## src/rtl/bus_sequencer_pkg.sv

```systemverilog
// Shared definitions for the bus sequencer and bus encoder: state encoding,
// bus endpoint indices and a one-hot helper.
package bus_sequencer_pkg;

  localparam int unsigned N_BUS_SRC = 27;
  localparam int unsigned CODE_W    = 5;

  localparam int unsigned R0_IDX  = 0;
  localparam int unsigned R15_IDX = 15;
  localparam int unsigned HI_IDX  = 16;
  localparam int unsigned LO_IDX  = 17;
  localparam int unsigned ZHI_IDX = 18;
  localparam int unsigned ZLO_IDX = 19;
  localparam int unsigned PC_IDX  = 20;
  localparam int unsigned IR_IDX  = 21;
  localparam int unsigned MDR_IDX = 22;
  localparam int unsigned IN_IDX  = 23;
  localparam int unsigned C_IDX   = 24;
  localparam int unsigned Y_IDX   = 25;
  localparam int unsigned MAR_IDX = 26;

  typedef logic [N_BUS_SRC-1:0] bus_vec_t;

  typedef enum logic [2:0] {
    IDLE = 3'd0,
    F0   = 3'd1,
    F1   = 3'd2,
    F2   = 3'd3,
    XFER = 3'd4
  } state_t;

  // Single-bit bus vector for a fixed endpoint index.
  function automatic bus_vec_t bus_bit(input int unsigned idx);
    bus_vec_t v;
    logic [CODE_W-1:0] i;
    i = CODE_W'(idx);
    v = '0;
    v[i] = 1'b1;
    return v;
  endfunction

endpackage

```

## src/rtl/bus_sequencer_onehot_dec.sv

```systemverilog
// 5-bit bus endpoint code to 27-bit one-hot; codes above 26 flag illegal
// and produce an all-zero vector.
module onehot_dec5_27
  import bus_sequencer_pkg::*;
(
  input  logic [CODE_W-1:0] code,
  output bus_vec_t          onehot_c,
  output logic              illegal_c
);

  always_comb begin
    onehot_c  = '0;
    illegal_c = (code >= CODE_W'(N_BUS_SRC));
    if (!illegal_c) onehot_c[code] = 1'b1;
  end

endmodule

```

## src/rtl/bus_sequencer.sv

```systemverilog
// Instruction-fetch / register-transfer sequencer driving one-hot bus
// source enables and register load enables.
module bus_sequencer
  import bus_sequencer_pkg::*;
#(
  parameter int unsigned TIMEOUT = 255
) (
  input  logic                 clock,
  input  logic                 reset_n,
  input  logic                 start,
  input  logic                 xfer_req,
  input  logic [CODE_W-1:0]    xfer_src,
  input  logic [CODE_W-1:0]    xfer_dst,
  input  logic                 mem_ready,
  output logic [N_BUS_SRC-1:0] src_oe,
  output logic [N_BUS_SRC-1:0] dst_le,
  output logic                 inc_pc,
  output logic                 mem_read,
  output logic                 xfer_ack,
  output logic                 done,
  output logic                 err,
  output logic                 busy
);

  localparam int unsigned CNT_W = (TIMEOUT < 2) ? 1 : $clog2(TIMEOUT + 1);

  state_t           state_q, state_d;
  logic [CNT_W-1:0] cnt_q, cnt_d;
  bus_vec_t         src_q, src_d, dst_q, dst_d;
  logic             inc_pc_d, mem_read_d, ack_d, done_d, err_d;
  bus_vec_t         src_hot, dst_hot, mdr_ld_c;
  logic             src_ill, dst_ill, xfer_ill;

  onehot_dec5_27 u_src_dec (.code(xfer_src), .onehot_c(src_hot), .illegal_c(src_ill));
  onehot_dec5_27 u_dst_dec (.code(xfer_dst), .onehot_c(dst_hot), .illegal_c(dst_ill));

  assign xfer_ill = src_ill | dst_ill;

  // Next state and the output values that go with the state being entered.
  always_comb begin
    state_d    = state_q;
    cnt_d      = cnt_q;
    src_d      = '0;
    dst_d      = '0;
    inc_pc_d   = 1'b0;
    mem_read_d = 1'b0;
    ack_d      = 1'b0;
    done_d     = 1'b0;
    err_d      = 1'b0;
    case (state_q)
      IDLE: begin
        if (start) begin
          state_d  = F0;
          src_d    = bus_bit(PC_IDX);
          dst_d    = bus_bit(MAR_IDX);
          inc_pc_d = 1'b1;
        end else if (xfer_req) begin
          state_d = XFER;
          src_d   = xfer_ill ? '0 : src_hot;
          dst_d   = xfer_ill ? '0 : dst_hot;
          ack_d   = 1'b1;
          err_d   = xfer_ill;
        end
      end
      F0: begin
        state_d    = F1;
        mem_read_d = 1'b1;
      end
      F1: begin
        if (mem_ready) begin
          state_d = F2;
          cnt_d   = '0;
          src_d   = bus_bit(MDR_IDX);
          dst_d   = bus_bit(IR_IDX);
          done_d  = 1'b1;
        end else if (cnt_q == CNT_W'(TIMEOUT - 1)) begin
          state_d = IDLE;
          cnt_d   = '0;
          err_d   = 1'b1;
        end else begin
          cnt_d      = cnt_q + CNT_W'(1);
          mem_read_d = 1'b1;
        end
      end
      F2: begin
        // A transfer held pending behind a fetch is served immediately.
        if (xfer_req) begin
          state_d = XFER;
          src_d   = xfer_ill ? '0 : src_hot;
          dst_d   = xfer_ill ? '0 : dst_hot;
          ack_d   = 1'b1;
          err_d   = xfer_ill;
        end else begin
          state_d = IDLE;
        end
      end
      XFER:    state_d = IDLE;
      default: state_d = IDLE;
    endcase
  end

  always_ff @(posedge clock or negedge reset_n) begin
    if (!reset_n) begin
      state_q  <= IDLE;
      cnt_q    <= '0;
      src_q    <= '0;
      dst_q    <= '0;
      inc_pc   <= 1'b0;
      mem_read <= 1'b0;
      xfer_ack <= 1'b0;
      done     <= 1'b0;
      err      <= 1'b0;
      busy     <= 1'b0;
    end else begin
      state_q  <= state_d;
      cnt_q    <= cnt_d;
      src_q    <= src_d;
      dst_q    <= dst_d;
      inc_pc   <= inc_pc_d;
      mem_read <= mem_read_d;
      xfer_ack <= ack_d;
      done     <= done_d;
      err      <= err_d;
      busy     <= (state_d != IDLE);
    end
  end

  // MDR captures read data in the same F1 cycle that mem_ready is valid.
  assign mdr_ld_c = (state_q == F1 && mem_ready) ? bus_bit(MDR_IDX) : '0;

  assign src_oe = src_q;
  assign dst_le = dst_q | mdr_ld_c;

endmodule

```

## config.mk

```make
export PLATFORM = sky130hd
export DESIGN_NAME = bus_sequencer
export DESIGN_NICKNAME = d
export VERILOG_FILES = /design/src/rtl/bus_sequencer_pkg.sv /design/src/rtl/bus_sequencer_onehot_dec.sv /design/src/rtl/bus_sequencer.sv
export SDC_FILE = /design/constraint.sdc
export NUM_CORES = 1
export LEC_CHECK = 0
export CAP_MARGIN = 25
export CORE_MARGIN = 3
export CORE_UTILIZATION = 43
export DETAILED_ROUTE_END_ITERATION = 10
export PLACE_DENSITY = 0.74
export RECOVER_POWER = 25
export SYNTH_ARGS = -nofsm -noshare
export SYNTH_HDL_FRONTEND = slang
export SYNTH_SLANG_ARGS = --single-unit
export TNS_END_PERCENT = 30
```

## constraint.sdc

```tcl
create_clock -name clock -period 1.6 [get_ports clock]
set_input_delay 0.4 -clock clock [delete_from_list [all_inputs] [get_ports clock]]
set_output_delay 0.4 -clock clock [all_outputs]
set_load 0.02 [all_outputs]
```

======== Yosys cells after proc, flatten, opt, wreduce, memory -nomap -nowiden ========
Index checks and enable logic that the tools add are counted.
word-level totals
  flip-flop bits (word level) ............. 71
  input bits .............................. 15
  output and inout port bits .............. 60
  logic and storage cells ................. 68
operators by class
  add/sub/neg operators ................... 1
  magnitude comparators ................... 6
  equal/unequal tests ..................... 4
  multiplexer cells ....................... 40
  bitwise operators ....................... 2
  reductions and logical operators ........ 5
operators with widths
  kind                 count
  $mux 27              8
  $pmux 27 s3          2
  $mux 23              2
  $or 27x23->27        1
  $mux 22              1
  $mux 8               2
  $mux 3               5
  $mux 1               14
  $lt 5x6->1 const B   2
  $pmux 3 s4           1
  $demux 1 s5          2
  $ge 5x1->1 const B   2
  $ge 5x5->1 const B   2
  $add 8x1->8 const B  1
  $eq 8x8->1 const B   1
  $eq 3x2->1 const B   2
  $pmux 1 s2           2
  $eq 3x1->1 const B   1
  $logic_and 1x1->1    3
  $logic_not 3->1      1
  $pmux 1 s3           1
  $reduce_bool 3->1    1
  $or 1x1->1           1

======== Logic depth before layout (Yosys ltp) ========
  depth in word-level cells ............... 9
  mapped depth ............................ 6
  depth with buffers taken out ............ 6

======== Cells and area by module ========
A second synthesis with hierarchy kept.
second synthesis, totals
  cells, all modules ...................... 320
  area total of the unflattened synthesis .. 3,214.3 um^2
by module, submodules not included
  module                      times used  cells each  area each (um^2)  sequential area each (um^2)
  bus_sequencer               1           232         2,801.4           1,776.7
  onehot_dec5_27 (u_dst_dec)  1           44          209.0             0.0
  onehot_dec5_27 (u_src_dec)  1           44          203.9             0.0

======== Worst setup path before layout ========
Ideal clock, no wire load.
  kind .................................... flip-flop to flip-flop
  from .................................... register state_q[0]
  to ...................................... register src_q[22], in the netlist src_oe[22]
  library setup time ...................... 0.079 ns
  arrival time ............................ 1.606 ns
  data required time ...................... 1.521 ns
  slack ................................... -0.085 ns
  stages on the path, launching flop included .. 6
  path buffers ............................ 1
  period minus slack after synthesis ...... 1.685 ns
  cell sequence ........................... dfrtp_1 > clkbuf_1 > or3_4 > a221oi_2 > nand3b_1 > o21ai_1
on the way
  longest elaborated chain between the ends .. 2
  elaborated cells between the ends (all ways) .. 4
  those cells by class .................... eq/ne: 2; mux: 1; reduce/logical: 1
ends and longest elaborated chain
  what                                           RTL line              RTL
  start, declared                                bus_sequencer.sv:27   state_t state_q, state_d;
  start signal, assigned                         bus_sequencer.sv:115  state_q <= state_d;
  $eq 3x2->1 or $logic_not 3->1 (tied branches)  bus_sequencer.sv:50   case (state_q)
  $pmux 27 s3 *                                  bus_sequencer.sv:50
  named net src_d[22]                            bus_sequencer.sv:29   bus_vec_t src_q, src_d, dst_q, dst_d;
  end signal, assigned                           bus_sequencer.sv:117  src_q <= src_d;
  end, declared                                  bus_sequencer.sv:29
Mark *: on every way through the listed nets, which the timed path passes. The rest lies on a longest branch.
A chain may end at the register's enable or synchronous reset.

======== Worst setup path in the final report ========
  from .................................... register state_q[1]
  to ...................................... register src_q[22], in the netlist src_oe[22]
The elaborated chain is that of the path after synthesis.

==> impl_metrics.py <==
metrics = {
    "pwr": {
        "power_density_nw_per_um2": 1310,
        "pwr-share-comb_pct": 27.8,
        "clkPwrFrac_pct": 31.9,
        "p_total_mw": 5.37,
        "ir_worst_vdd_mv": 0.684,
        "switchingPower_mw": 1.63,
        "internal-power_mw": 3.74,
        "seq_power_share_pct": 40.3,
        "p_leak_nw": 2.12,
        "swShare_pct": 30.4,
    },
    "synth": {
        "synth_area_per_cell_um2": 10.7,
        "ys_seq_area_share_pct": 62.2,
        "synth_cells": 266,
        "syn-num-nets": 283,
        "synth_edf_count": 0,
        "async_flop_share_pct": 100,
        "ys_types": 37,
        "synthFlopType": "dfrtp_1",
        "yosys_warnings": 0,
        "syn_area_um2": 2860,
        "synth_seq_cells": 71,
    },
    "clock_network": {
        "cts_tree": "done",
        "cts-root-buf": "clkbuf_8",
        "numCtsBuffers": 9,
        "clkTransAtPathRegs_ps": 70,
        "cts_hold_buf": 0,
        "cts_max_level": 3,
        "cts.sinks": 71,
        "cts_buffer_depth": 2,
        "worstSkewPairLatency_ps": 340,
    },
    "critical_path": {
        "crit_type": "reg -> reg",
        "cp_top_family": "simple AND/OR/NAND/NOR gates",
        "cp_num_cells": 6,
        "arrival_ps": 2080,
        "critPathBufInv": 2,
        "path_max_fanout": 4,
        "worst_r2r_path_depth": 6,
        "critPathLaunchType": "flip-flop",
        "critPathSlowestCell": "dfrtp_1",
        "critPathMaxStageDelay_ps": 410,
        "crit_required_ps": 1870,
        "end_kind": "flip-flop",
        "cp_cell_sequence": "buf_6 > or3_4 > a221oi_4 > nand3b_1 > buf_4 > o21ai_2",
    },
    "placed_design": {
        "gp_congestion": 0.784,
        "port_buffers": 74,
        "dp.final_hpwl_mm": 4.91,
        "place_area_um2": 3760,
    },
    "detailed_routing": {
        "avgViaCountPerCell": 4.97,
        "antenna_left": 0,
        "drt_wl_total_mm": 6.68,
        "vias": 2179,
        "dr.pass1.iters": 4,
        "route.detailed.wl_per_inst_um": 15.3,
        "post-route-drc-count": 0,
        "drt_iter0_drc": 78,
    },
    "run": {
        "drv_cap": 0,
    },
    "floorplan": {
        "rows": 29,
        "ioPinCount": 75,
        "die_area_um2": 7650,
        "die_h_um": 87.5,
        "start_util_pct": 44.7,
        "die_w_um": 87.5,
        "core_area_um2": 6390,
    },
    "global_route": {
        "grt_max_degree": 47,
        "antenna_found_initial": 0,
        "grt_pass1_wl_mm": 11.1,
        "grt_pass1_vias": 2235,
        "track_usage_pct": 19.5,
        "grt-ovfl-total": 0,
    },
    "final_layout": {
        "syn_to_final_growth_pct": 43.6,
        "drive_gt1_share_pct": 24.9,
        "final_util_pct": 64.2,
        "fin_nets": 373,
        "fin_area_um2": 4100,
        "fillers": 545,
        "antenna_cells": 0,
    },
    "timing": {
        "worst_slew_pin_slew_ps": 1120,
        "rsz0062_at_grt": "yes",
        "fmax_mhz": 554,
        "setup_viol": 54,
        "slew_headroom_pct": 25.3,
        "skew_ps": 3.76,
        "period_needed_ps": 1810,
        "post-route-period-util_pct": 113,
        "layout_setup_ws_ps": -205,
        "whs_ps": 103,
        "maxSlewViolCount": 0,
        "hold_viol": 0,
    },
    "run_status": {
        "status": "finished, violations left",
        "violations": "setup timing",
    },
    "hold_path": {
        "hp-class": "in -> async",
    },
}
==> path summary, 6_finish.rpt <==
path,start,endpoint,slack (ps)
min reg2reg,cnt_q[6],cnt_q[6],530
max in group asynchronous,reset_n,dst_q[6],510
min in group clock,cnt_q[6],cnt_q[6],530
min,reset_n,cnt_q[5],100
max reg2reg,state_q[1],src_oe[22],-210
max,state_q[1],src_oe[22],-210
==> cells by family (layout without fill, tap and decap cells) <==
| kind of cell | Yosys count | after routing | share of synthesized area [%] |
|---|---|---|---|
| and+or+nand+nor | 117 | 117 | 19.3 |
| DFF | 71 | 71 | 62.2 |
| buffers and inverters | 37 | 132 | 8.28 |
| AOI/OAI and AO/OA | 36 | 36 | 8.28 |
| muxes | 3 | 3 | 1.05 |
| adders and majority gates | 2 | 2 | 0.876 |
==> cells in the mapped netlist (3+ instances only) <==
master,n,share of area [%]
inv_1,5,0.66
buf_4,26,6.8
a21o_1,4,1.1
clkbuf_1,6,0.79
nor3_1,3,0.53
or3b_1,3,0.92
nand3b_1,6,1.6
nand2b_1,5,1.1
nor2_1,57,7.5
dfrtp_1,71,62
nand2_1,22,2.9
mux2i_1,3,1.1
a21oi_1,8,1.4
nand3_1,7,1.2
o21ai_1,9,1.6
==> layout make-up <==
type | instances | area [µm²] | area share (%)
Clock inverter | 7 | 120 | 2.93
Tap cell | 77 | 96.3 | 2.35
Timing Repair Buffer | 111 | 961 | 23.4
Clock buffer | 9 | 124 | 3.02
Multi-Input combinational cell | 158 | 1000 | 24.5
Inverter | 5 | 18.8 | 0.458
Sequential cell | 71 | 1780 | 43.3
==> power by group through the flow <==
stage / Sequential [mW] / Clock (mW) / Combinational [mW]
2_1_floorplan: 2.26 / 0 / 0.689
3_3_place_gp: 2.19 / 0 / 1.36
3_5_place_dp: 2.19 / 0 / 1.40
4_1_cts: 2.16 / 1.76 / 1.47
5_1_grt: 2.20 / 1.85 / 1.66
6_report: 2.16 / 1.71 / 1.50
==> layer usage <==
layer / up-vias / wire, µm / part of all wire [%] / GRT usage (%)
li1: 1040 / - / - / -
met1: 1068 / 2800 / 42 / 24.0
met2: 56 / 3350 / 50 / 31.4
met3: 15 / 350 / 5.2 / 5.30
met4: 0 / 179 / 2.7 / 10.0
met5: - / 0 / 0 / 0
==> placed cells by master (no fill, tap or decap), types with 3 or more instances in the layout <==
| cell | instances |
|---|---|
| nand3_1 | 4 |
| buf_6 | 4 |
| buf_4 | 32 |
| dfrtp_1 | 71 |
| clkdlybuf4s50_1 | 13 |
| a21oi_1 | 8 |
| bufinv_16 | 3 |
| inv_1 | 5 |
| o21ai_1 | 8 |
| clkbuf_8 | 9 |
| nor2_2 | 15 |
| nor2_1 | 40 |
| nand2b_1 | 4 |
| nand2_1 | 20 |
| nand3b_1 | 6 |
| nor3_1 | 3 |
| mux2i_1 | 3 |
| dlygate4sd2_1 | 59 |
| a21o_1 | 4 |
==> per-stage QoR <==
stage | instances | setup TNS (ps) | setup slack (ps)
after floorplan | 266 | -19.3 | -19.3
after global placement | 418 | -24040 | -499
after detailed placement | 418 | -27000 | -520
after CTS | 438 | -7140 | -202
after global routing | 438 | -13670 | -302
final | 438 | -7700 | -205
==> registers in the layout, indices dropped and copies added, names as in the netlist <==
| register | count |
|---|---|
| busy | 1 |
| cnt_q | 8 |
| done | 1 |
| dst_q | 27 |
| err | 1 |
| inc_pc | 1 |
| mem_read | 1 |
| src_oe | 27 |
| state_q | 3 |
| xfer_ack | 1 |
==> worst reg2reg max path: cells and delay by family (launching register included) <==
family | cells | cell delay (ps)
AOI/OAI and AO/OA | 2 | 440
buffers and inverters | 2 | 290
DFF | 1 | 410
and+or+nand+nor | 2 | 580
==> repair_timing <==
item                                    CTS  global route
endpoints found under the setup margin  121            62
endpoints found under the hold margin     0             0
pin swaps                                30             5
gates resized for setup                  92            13
cloned                                    0             0
setup buffers                             4             0
(Power assumes the default switching activity.)
